<file path="src/rtl/instr_fetch_pkg.sv">
// Shared types and constants for the instruction fetch stage: FSM states,
// instruction geometry, field positions and addressing-mode encodings.
package instr_fetch_pkg;

    typedef enum logic [1:0] {
        StIdle,
        StFetch,
        StHold,
        StDone
    } fetch_state_e;

    localparam int unsigned INSTR_BYTES = 3;
    localparam int unsigned CNT_W       = $clog2(INSTR_BYTES);
    localparam int unsigned INSTR_W     = 24;

    localparam int unsigned OPCODE_MSB = 23;
    localparam int unsigned OPCODE_LSB = 20;
    localparam int unsigned MODE_A_MSB = 17;
    localparam int unsigned MODE_A_LSB = 16;
    localparam int unsigned REG_A_MSB  = 13;
    localparam int unsigned REG_A_LSB  = 10;
    localparam int unsigned MODE_B_MSB = 9;
    localparam int unsigned MODE_B_LSB = 8;

    typedef enum logic [1:0] {
        ModeRegDirect = 2'b00,
        ModeMemDirect = 2'b01,
        ModeIndexed   = 2'b10,
        ModeImmediate = 2'b11
    } addr_mode_e;

    function automatic logic [3:0] get_opcode(input logic [INSTR_W-1:0] word);
        return word[OPCODE_MSB:OPCODE_LSB];
    endfunction

endpackage

</file>
<file path="src/rtl/instr_fetch_byte_shift.sv">
// Byte capture register: stores one ROM byte per load at the given index and
// presents the bytes as one word with byte 0 in the most significant position.
module instr_byte_shift
    import instr_fetch_pkg::*;
#(
    parameter int unsigned DATA_W = 8
) (
    input  logic                          clk,
    input  logic                          rst,
    input  logic                          load,
    input  logic [CNT_W-1:0]              idx,
    input  logic [DATA_W-1:0]             din,
    output logic [INSTR_BYTES*DATA_W-1:0] word
);

    logic [INSTR_BYTES-1:0][DATA_W-1:0] bytes_q;

    always_ff @(posedge clk or posedge rst) begin
        if (rst) begin
            bytes_q <= '0;
        end else begin
            for (int i = 0; i < INSTR_BYTES; i++) begin
                if (load && (idx == CNT_W'(i))) begin
                    bytes_q[i] <= din;
                end
            end
        end
    end

    always_comb begin
        word = '0;
        for (int i = 0; i < INSTR_BYTES; i++) begin
            word[(INSTR_BYTES-1-i)*DATA_W +: DATA_W] = bytes_q[i];
        end
    end

endmodule

</file>
<file path="src/rtl/instr_fetch.sv">
// Instruction fetch stage: walks the program ROM from address 0, assembles
// 3-byte instructions and hands them to the decoder over valid/ready.
module instr_fetch
    import instr_fetch_pkg::*;
#(
    parameter int unsigned       ADDR_W    = 6,
    parameter int unsigned       DATA_W    = 8,
    parameter logic [ADDR_W-1:0] PROG_LAST = 6'd32
) (
    input  logic                          clk,
    input  logic                          rst,
    input  logic                          start,
    output logic [ADDR_W-1:0]             rom_addr,
    output logic                          rom_cs,
    input  logic [DATA_W-1:0]             rom_data,
    output logic [INSTR_BYTES*DATA_W-1:0] instr,
    output logic [ADDR_W-1:0]             instr_pc,
    output logic                          instr_valid,
    input  logic                          instr_ready,
    output logic                          busy,
    output logic                          done
);

    fetch_state_e      state;
    logic [ADDR_W-1:0] pc;
    logic [CNT_W-1:0]  cnt;
    logic [ADDR_W:0]   next_last;
    logic              has_next;

    // Extra bit keeps the bound check from wrapping near the top of the ROM.
    assign next_last = {1'b0, pc} + (ADDR_W+1)'(INSTR_BYTES - 1);
    assign has_next  = (next_last <= {1'b0, PROG_LAST});

    instr_byte_shift #(
        .DATA_W (DATA_W)
    ) u_byte_shift (
        .clk  (clk),
        .rst  (rst),
        .load (state == StFetch),
        .idx  (cnt),
        .din  (rom_data),
        .word (instr)
    );

    always_ff @(posedge clk or posedge rst) begin
        if (rst) begin
            state       <= StIdle;
            pc          <= '0;
            cnt         <= '0;
            rom_addr    <= '0;
            rom_cs      <= 1'b0;
            instr_pc    <= '0;
            instr_valid <= 1'b0;
            busy        <= 1'b0;
            done        <= 1'b0;
        end else begin
            unique case (state)
                StIdle, StDone: begin
                    if (start) begin
                        state    <= StFetch;
                        pc       <= '0;
                        cnt      <= '0;
                        rom_addr <= '0;
                        rom_cs   <= 1'b1;
                        busy     <= 1'b1;
                        done     <= 1'b0;
                    end
                end
                StFetch: begin
                    rom_addr <= rom_addr + 1'b1;
                    pc       <= pc + 1'b1;
                    if (cnt == CNT_W'(INSTR_BYTES - 1)) begin
                        state       <= StHold;
                        rom_cs      <= 1'b0;
                        instr_valid <= 1'b1;
                        // pc still points at the last byte fetched.
                        instr_pc    <= pc - ADDR_W'(INSTR_BYTES - 1);
                    end else begin
                        cnt <= cnt + 1'b1;
                    end
                end
                StHold: begin
                    if (instr_ready) begin
                        instr_valid <= 1'b0;
                        if (has_next) begin
                            state  <= StFetch;
                            rom_cs <= 1'b1;
                            cnt    <= '0;
                        end else begin
                            state <= StDone;
                            busy  <= 1'b0;
                            done  <= 1'b1;
                        end
                    end
                end
                default: state <= StIdle;
            endcase
        end
    end

endmodule
</file>
<file path="config.mk">
export PLATFORM = sky130hd
export DESIGN_NAME = instr_fetch
export DESIGN_NICKNAME = d
export VERILOG_FILES = /design/src/rtl/instr_fetch_pkg.sv /design/src/rtl/instr_fetch_byte_shift.sv /design/src/rtl/instr_fetch.sv
export SDC_FILE = /design/constraint.sdc
export NUM_CORES = 1
export LEC_CHECK = 0
export BUFFER_PORTS_ARGS = -buffer_cell sky130_fd_sc_hd__buf_2
export CAP_MARGIN = 5
export CORE_MARGIN = 2
export CORE_UTILIZATION = 40
export CTS_BUF_LIST = sky130_fd_sc_hd__clkbuf_2
export CTS_CLUSTER_SIZE = 28
export DETAILED_ROUTE_END_ITERATION = 7
export HOLD_SLACK_MARGIN = 0.05
export SKIP_LAST_GASP = 1
export SLEW_MARGIN = 20
export SYNTH_ARGS = -nofsm -noshare
export SYNTH_HDL_FRONTEND = slang
export SYNTH_SLANG_ARGS = --single-unit
</file>
<file path="constraint.sdc">
create_clock -name clk -period 1.61 [get_ports clk]
set_input_delay 0.2415 -clock clk [delete_from_list [all_inputs] [get_ports clk]]
set_output_delay 0.2415 -clock clk [all_outputs]
set_load 0.01 [all_outputs]
</file>
* Word level (Yosys, flattened, before mapping)
Index checks and enable logic that the tools add are counted.
Word-level totals: memory bits (read-only) 0, flip-flop bits (word level) 50, word-level logic and storage cells 73, memory bits (writable) 0, memories 0, bits of input ports 12, latch bits 0
Cells by class: $mul 0, shift-type cells 0, eq/ne operators 11, muxes and demuxes 28, reductions and logical operators 16, divide/modulo/power cells 0, order comparisons 1, $add $sub $neg 5, bitwise operators 0
Operators with widths (count):
- case mux 6 bit (2 select lines) | 2
- two-way mux 2 bit | 8
- adder 6 x 1 -> 6 bit (second input constant) | 2
- inequality test 2 bit (second input constant) | 6
- case mux 2 bit (3 select lines) | 2
- AND reduction 4 bit | 3
- two-way mux 1 bit | 11
- adder 6 x 2 -> 7 bit (second input constant) | 1
- less-or-equal comparator 7 x 6 -> 1 bit (second input constant) | 1
- equality test 2 bit (second input constant) | 3
- two-way mux 6 bit | 1
- case mux 1 bit (2 select lines) | 3
- AND reduction 3 bit | 2
- nonzero test 2 bit | 3
- subtractor 6 x 2 -> 6 bit (second input constant) | 1
- equality test 2 x 1 -> 1 bit (second input constant) | 2
- zero test 2 bit | 2
- AND reduction 2 bit | 2
- logical AND 1 bit | 3
- case mux 1 bit (3 select lines) | 1
- adder 2 x 1 -> 2 bit (second input constant) | 1
- OR reduction 2 bit | 1

* Logic depth before layout (Yosys ltp)
Gate-level depths: netlist of run 1.
depth after elaboration 5, depth in mapped cells 7

* Modules after synthesis
Synthesis of run 1 repeated with hierarchy kept, for this count alone.
Unflattened totals: cells, all modules 198, area total of the unflattened synthesis 2321.0 um2
Modules (own cells, without submodules):
- instr_fetch | instances 1, area an instance 1405.1 um2, cells each 146
- instr_byte_shift | instances 1, area an instance 915.9 um2, cells each 52

* Worst setup path before layout of run 1
Ideal clock, no wire load.
kind register to register, from register state[0], to register cnt[0], slack -0.123 ns, data arrival time 1.659 ns, data required time 1.536 ns, period minus slack after synthesis 1.733 ns, path buffers 0, stages on the path, launching flop included 8, setup time 0.074 ns, cell sequence dfrtp_1 inv_1 ha_1 and2b_4 a211oi_2 a221oi_2 or3_1 o21ai_2
Between the ends: word-level cells in the longest chain between the ends 4
RTL lines:
- start, declared | line instr_fetch.sv:24 | fetch_state_e state;
- start signal, assigned | line instr_fetch.sv:47 | state <= StIdle;
- start signal, assigned | line instr_fetch.sv:60 | state <= StFetch;
- start signal, assigned | line instr_fetch.sv:73 | state <= StHold;
- equality test 2 bit / zero test 2 bit (equally long branches) | line instr_fetch.sv:57 | unique case (state)
- OR reduction 2 bit | line instr_fetch.sv:57
- inequality test 2 bit (no source line)
- AND reduction 4 bit (no source line)
- end signal, assigned | line instr_fetch.sv:79 | cnt <= cnt + 1'b1;
- end, declared | line instr_fetch.sv:26 | logic [CNT_W-1:0] cnt;
Several ways; a longest one is shown, not always the timed one. A chain may end at the register's enable or synchronous reset.

* Worst setup path after layout of run 1
from register pc[1], to register done
Between the ends: word-level cells in the longest chain between the ends 4
RTL lines:
- start, declared | line instr_fetch.sv:25 | logic [ADDR_W-1:0] pc;
- start signal, assigned | line instr_fetch.sv:71 | pc <= pc + 1'b1;
- adder 6 x 2 -> 7 bit | line instr_fetch.sv:31 | assign next_last = {1'b0, pc} + (ADDR_W+1)'(INSTR_BYTES - 1);
- less-or-equal comparator 7 x 6 -> 1 bit | line instr_fetch.sv:32 | assign has_next = (next_last <= {1'b0, PROG_LAST});
- inequality test 2 bit (no source line)
- AND reduction 4 bit (no source line)
- end signal, assigned | line instr_fetch.sv:55 | done <= 1'b0;
- end signal, assigned | line instr_fetch.sv:66 | done <= 1'b0;
- end signal, assigned | line instr_fetch.sv:92 | done <= 1'b1;
- end, declared | line instr_fetch.sv:21 | output logic done
No other way between the ends.

==> results.cfg, run 1 <==
[timing]
finalHoldViolations = 0
slew_headroom_pct = 73.6
drv_slew = 0
fin_ws_ns = -0.274
max_clock_freq_mhz = 531
rsz0062_at_grt = true
setup_violations = 7
fin_crit_ns = 1.88
timing.final.crit_share_pct = 117
tightest_slew_ns = 0.396
clock_skew_ns = 0.0176

[cts]
clock-sinks = 50
clk_latency_ns = 0.42
htreeDepth = 2
cts_tree = built
cts_buffers = 5
cts-root-buf = clkbuf_2
clk_path_buf_depth = 2
clk_pin_slew_ns = 0.25

[power_and_ir_drop]
p_leak_nw = 1.57
peakVddDrop_mv = 0.817
pwr_density_cell_mw_per_mm2 = 1860

[logic_synthesis]
syn-num-nets = 222
synthArstFlopShare_pct = 100
ys_warn_count = 0
yosysUniqueCellTypes = 39
synth-seq-cells = 50
syn_area_sq_mm = 0.00234
synth_edf_count = 0
yosysTopAreaCell = dfrtp_1
synth_area_leaders = dfrtp_1, mux2_2, ha_1, nand2_1, nor2_1
synth_cells = 199
seq_area_frac_synth_pct = 53.5
synth_flop_cell = dfrtp_1
yosys.area.top_type_share_pct = 53.5
syn_avg_cell_area_sq_um = 11.8

[status]
outcome = finished with violations
violations = negative setup slack

[global_route]
grt_pass1_wl_um = 8030
overflow = 0
antenna_found_initial = 0
grt_usage_pct = 16.1
grt_pass1_vias = 1698
grt_max_degree = 25

[place]
portBuffers = 51
dp_slack_ns = -0.147
routabilityCongestion = 0.793
place_area_sq_mm = 0.00296
dp_hpwl_um = 3560

[final_layout]
fin_area_sq_mm = 0.00328
nets = 320
nFillCells = 494
drive_gt1_share_pct = 50.0
syn_to_final_growth_pct = 40.1
insertedDiodeCount = 0

[critical_path]
critPathMaxFanout = 7
start_kind = flip-flop
worstSetupPathType = flip-flop to flip-flop
worstSetupEndpoint = done
r2r_slack_ns = -0.27
r2r_end = done
crit_path_end_kind = flip-flop
slowest_stage = dfrtp_2
worstPathCellList = ha_4, xor2_2, nor4b_4, buf_4, a21oi_4, and3_4, o21ba_2
crit_required_ns = 1.96
cp.arrival_ns = 2.23
r2r-start = pc[1]
crit_path_start = pc[1]
slowest_delay_ns = 0.53
reg2reg_depth = 7

[detailed_routing]
highest_layer = met4
postRouteAntennaNets = 0
vias = 1793
vias_per_cell = 4.85
wl_met1_um = 2340
met2_length_um = 2380
drtIter0Drc = 65
wl_per_cell_um = 13.4
dr.pass1.iters = 7
wirelength_um = 4960
dr_wl_met3_um = 191
drc_errors = 0

[floorplanning]
dieArea_sq_mm = 0.00647
rows = 27
die_w_um = 80.5
pin_count = 52
start_util_pct = 42.0
die_y_um = 80.5
core_region_area_sq_mm = 0.00557

[hold_path]
worstHoldPathType = input pin to flip-flop

[job]
drv_cap = 0
[layer usage]
layer	vias up	GRT usage, %
li1	884	-
met1	869	22.8
met2	34	24.4
met3	6	4.04
met4	0	4.58
met5	-	0
[cell type report]
class                           count  area, sq um  share of cell area (%)
Clock buffer                        5         25.0                   0.764
Clock inverter                      3         42.5                    1.30
Inverter                           10         37.5                    1.15
Multi-Input combinational cell    134         1150                    35.3
Sequential cell                    50         1250                    38.3
Tap cell                           72         90.1                    2.75
Timing Repair Buffer               96          672                    20.5
[worst max-delay path: cells and delay by family, from the launching register on]
family                   cells  cell delay (ns)
flip-flops                   1             0.53
AND/OR/NAND/NOR              2             0.50
AO/OA/AOI/OAI                2             0.25
adder cells (fa/ha/maj)      1             0.20
buffers and inverters        1             0.19
XOR/XNOR                     1             0.15
[repair_timing]
item,CTS,global route
hold buffers,9,0
endpoints found under the hold margin,39,0
setup buffers,2,5
pin swaps,3,5
resized for setup,7,18
setup endpoints to repair,14,36
cloned,0,0
[synth_stat cells, types with 2 or more instances]
cell	instances
a21oi_1	5
buf_6	2
clkbuf_1	2
dfrtp_1	50
ha_1	11
inv_1	10
mux2_2	24
mux2i_1	2
nand2_1	23
nand2b_1	2
nand3_1	3
nand4_1	2
nor2_1	15
nor3_1	3
o21ai_0	11
o22ai_1	2
xnor2_1	5
xor2_1	6
[through the flow]
stage                     hold slack (ns)  power [mW]  util, %  TNS [ns]  instances
after floorplan                     0.392        3.85        -   -0.0279        199
after global placement              0.247        5.01     53.0    -0.396        347
after detailed placement            0.253        5.08     53.0    -0.737        347
after global routing               0.0933        6.61     58.8     -2.23        370
final                               0.141        6.10     58.8     -1.24        370
after CTS                           0.113        5.89     56.5     -1.10        366
[cells by family after synthesis]
group / Yosys count / share of synthesized area (%)
adder cells (fa/ha/maj): 11 / 5.89
XOR/XNOR: 11 / 4.12
multiplexers: 26 / 12.4
AND/OR/NAND/NOR: 55 / 11.5
AO/OA/AOI/OAI: 31 / 9.36
buffers and inverters: 15 / 3.21
flip-flops: 50 / 53.5
[how the worst min path moves through the flow]
stage	from	endpoint	slack, ns	cells after the start
finish	instr_ready	instr_valid	0.14	3
global route	instr_ready	instr_valid	0.09	3
CTS	instr_ready	instr_valid	0.11	3
detailed placement	rst	u_byte_shift.word[16]	0.25	2
global placement	rst	u_byte_shift.word[0]	0.25	2
floorplan	rom_data[7]	u_byte_shift.word[7]	0.39	1
[layout by cell type, fill, tap and decap left out, types with 2 or more instances in the layout]
master and instances:
a21oi_1 3, buf_12 3, buf_2 51, buf_4 28, buf_6 5, clkbuf_2 5
dfrtp_1 48, dfrtp_2 2, dlygate4sd3_1 9, ha_1 7, ha_4 4, inv_1 6
inv_2 4, mux2_2 24, nand2_1 21, nand3_1 3, nand4_1 2, nor2_1 13
nor3_1 3, o21ai_0 11, xnor2_1 4, xor2_1 5
[power breakdown]
part           internal (mW)  total, mW  switching [mW]
combinational           1.77       3.32            1.55
sequential              1.78       2.11           0.329
clock                  0.264      0.669           0.405
total                   3.82       6.10            2.28
[state kept, by name, indices dropped and copies added (netlist names)]
register and flops:
busy 1, cnt 2, done 1, instr_pc 6, instr_valid 1, pc 6
rom_addr 6, rom_cs 1, state 2, u_byte_shift.word 24
No activity file was read; power rests on OpenSTA's default activity.
==> run 2: changes to the inputs <==
Clock period 1.61 ns to 1.7 ns, I/O delays scaled along.
==> results.cfg, run 2 (synthesis gave the netlist of run 1 again) <==
[power_and_ir_drop]
p_seq_share_pct = 36.0
peakVddDrop_mv = 0.714
intPower_mw = 3.43
power_frac_clock_pct = 8.9
pwr_density_cell_mw_per_mm2 = 1730
p_leak_nw = 1.53
switchingPower_mw = 2.14
p_sw_share_pct = 38.4
fin_total_pwr_mw = 5.57
combPwrFrac_pct = 55.1

[critical_path]
crit_family = simple AND/OR/NAND/NOR gates
critPathMaxFanout = 6
r2r-start = pc[1]
r2r_slack_ns = -0.07
slowest_stage = dfrtp_2
worstPathCellList = ha_4, xor2_2, nor4b_4, buf_4, a221oi_4, or3_1, o21ai_2
crit_path_end_kind = flip-flop
slowest_delay_ns = 0.51
reg2reg_depth = 7
start_kind = flip-flop
path_buf_inv = 1
crit_required_ns = 2.10
worstSetupPathType = flip-flop to flip-flop
r2r_end = cnt[0]
cp.arrival_ns = 2.17

[final_layout]
nets = 318
largest_reg_flops = 24
fin_util_pct = 57.6
final_common_cell = buf_2
seq_area_sq_mm = 0.00125
nFillCells = 485
insertedDiodeCount = 0
multi_input_area_sq_mm = 0.00113
final_cell_mix = buf_2, dfrtp_1, buf_4
final_cells = 368
syn_to_final_growth_pct = 37.3
fin_area_sq_mm = 0.00321
drive_gt1_share_pct = 48.6

[place]
dp_slack_ns = -0.0696
place_area_sq_mm = 0.00290
routabilityCongestion = 0.814
dp_hpwl_um = 3530
portBuffers = 51
placed_cells = 344

[status]
outcome = finished with violations
violations = negative setup slack

[global_route]
grt_max_degree = 23
grt_usage_pct = 16.0
antenna_found_initial = 0
grt_pass1_vias = 1649
overflow = 0
grt_pass1_wl_um = 7890

[hold_path]
hold_path_depth = 3
worstHoldPathType = input pin to flip-flop
hp-start = instr_ready
whs_endpoint = instr_valid

[timing]
max_clock_freq_mhz = 564
timing.final.crit_share_pct = 104
finalHoldViolations = 0
setup_tns_ns = -0.200
slew_headroom_pct = 68.7
tightest_slew_ns = 0.469
rsz0062_at_grt = true
drv_slew = 0
whs_ns = 0.127
fin_crit_ns = 1.77
fin_ws_ns = -0.0724
clock_skew_ns = 0.0150
setup_violations = 5

[detailed_routing]
vias = 1760
drc_errors = 0
vias_per_cell = 4.78
dr.pass1.iters = 4
wl_per_cell_um = 13.5
wirelength_um = 4980
drtIter0Drc = 38
postRouteAntennaNets = 0

[cts]
cts_buffers = 5
clk_latency_ns = 0.44
cts-root-buf = clkbuf_2
clk_path_buf_depth = 2
clk_pin_slew_ns = 0.25
cts_tree = built
clock-sinks = 50
htreeDepth = 2

[floorplanning]
rows = 27
core_region_area_sq_mm = 0.00557
dieArea_sq_mm = 0.00647
die_w_um = 80.5
start_util_pct = 42.0
pin_count = 52
die_y_um = 80.5

[job]
drv_cap = 0
run 2: changes by cell type in the layout (fill, tap and decap cells not counted), moves of 2 or more:
cell / before / now
buf_6: 5 / 3
clkinv_4: 0 / 2
nand2_1: 21 / 23
nor2_1: 13 / 15
run 2: cell type report:
type                            count  share of cell area, %
Clock buffer                        5                  0.779
Clock inverter                      3                  0.663
Inverter                           10                   1.17
Multi-Input combinational cell    134                   35.3
Sequential cell                    50                   39.1
Tap cell                           72                   2.81
Timing Repair Buffer               94                   20.2
run 2: layer usage:
metal | routed length (um) | share of wire [%] | GRT usage (%)
met1 | 2300 | 46 | 22.2
met2 | 2390 | 48 | 24.3
met3 | 221 | 4.4 | 4.16
met4 | 67 | 1.3 | 5.08
met5 | 0 | 0 | 0
run 2: what timing repair did:
action                                  CTS  global route
hold endpoints to repair                 39             0
endpoints found under the setup margin    6            25
buffers inserted                          3             4
pin swaps                                 3             9
hold buffers                              9             0
resized for setup                         3            20
run 2: power by group through the flow:
stage	registers [mW]	logic, mW	clock network (mW)
after floorplan	2.21	1.39	0
after global placement	2.00	2.73	0
after detailed placement	2.02	2.76	0
after CTS	1.99	2.86	0.520
after global routing	2.08	3.38	0.563
final	2.01	3.07	0.496
run 2: worst max-delay path by stage:
stage | endpoint | cells past startpoint | slack, ns | from
after detailed placement | done | 6 | -0.07 | pc[2]
after CTS | cnt[0] | 6 | -0.09 | pc[1]
final | cnt[0] | 7 | -0.07 | pc[1]
after global routing | cnt[0] | 7 | -0.14 | pc[1]
after global placement | done | 6 | -0.03 | pc[1]
after floorplan | done | 6 | 0.02 | pc[1]
run 2: worst reg2reg max path: cells and delay by family (launching register included):
kind | cells | cell delay [ns]
simple gates | 2 | 0.57
fa+ha+maj | 1 | 0.19
flops | 1 | 0.51
xor+xnor | 1 | 0.15
buf+inv | 1 | 0.17
compound gates | 2 | 0.14
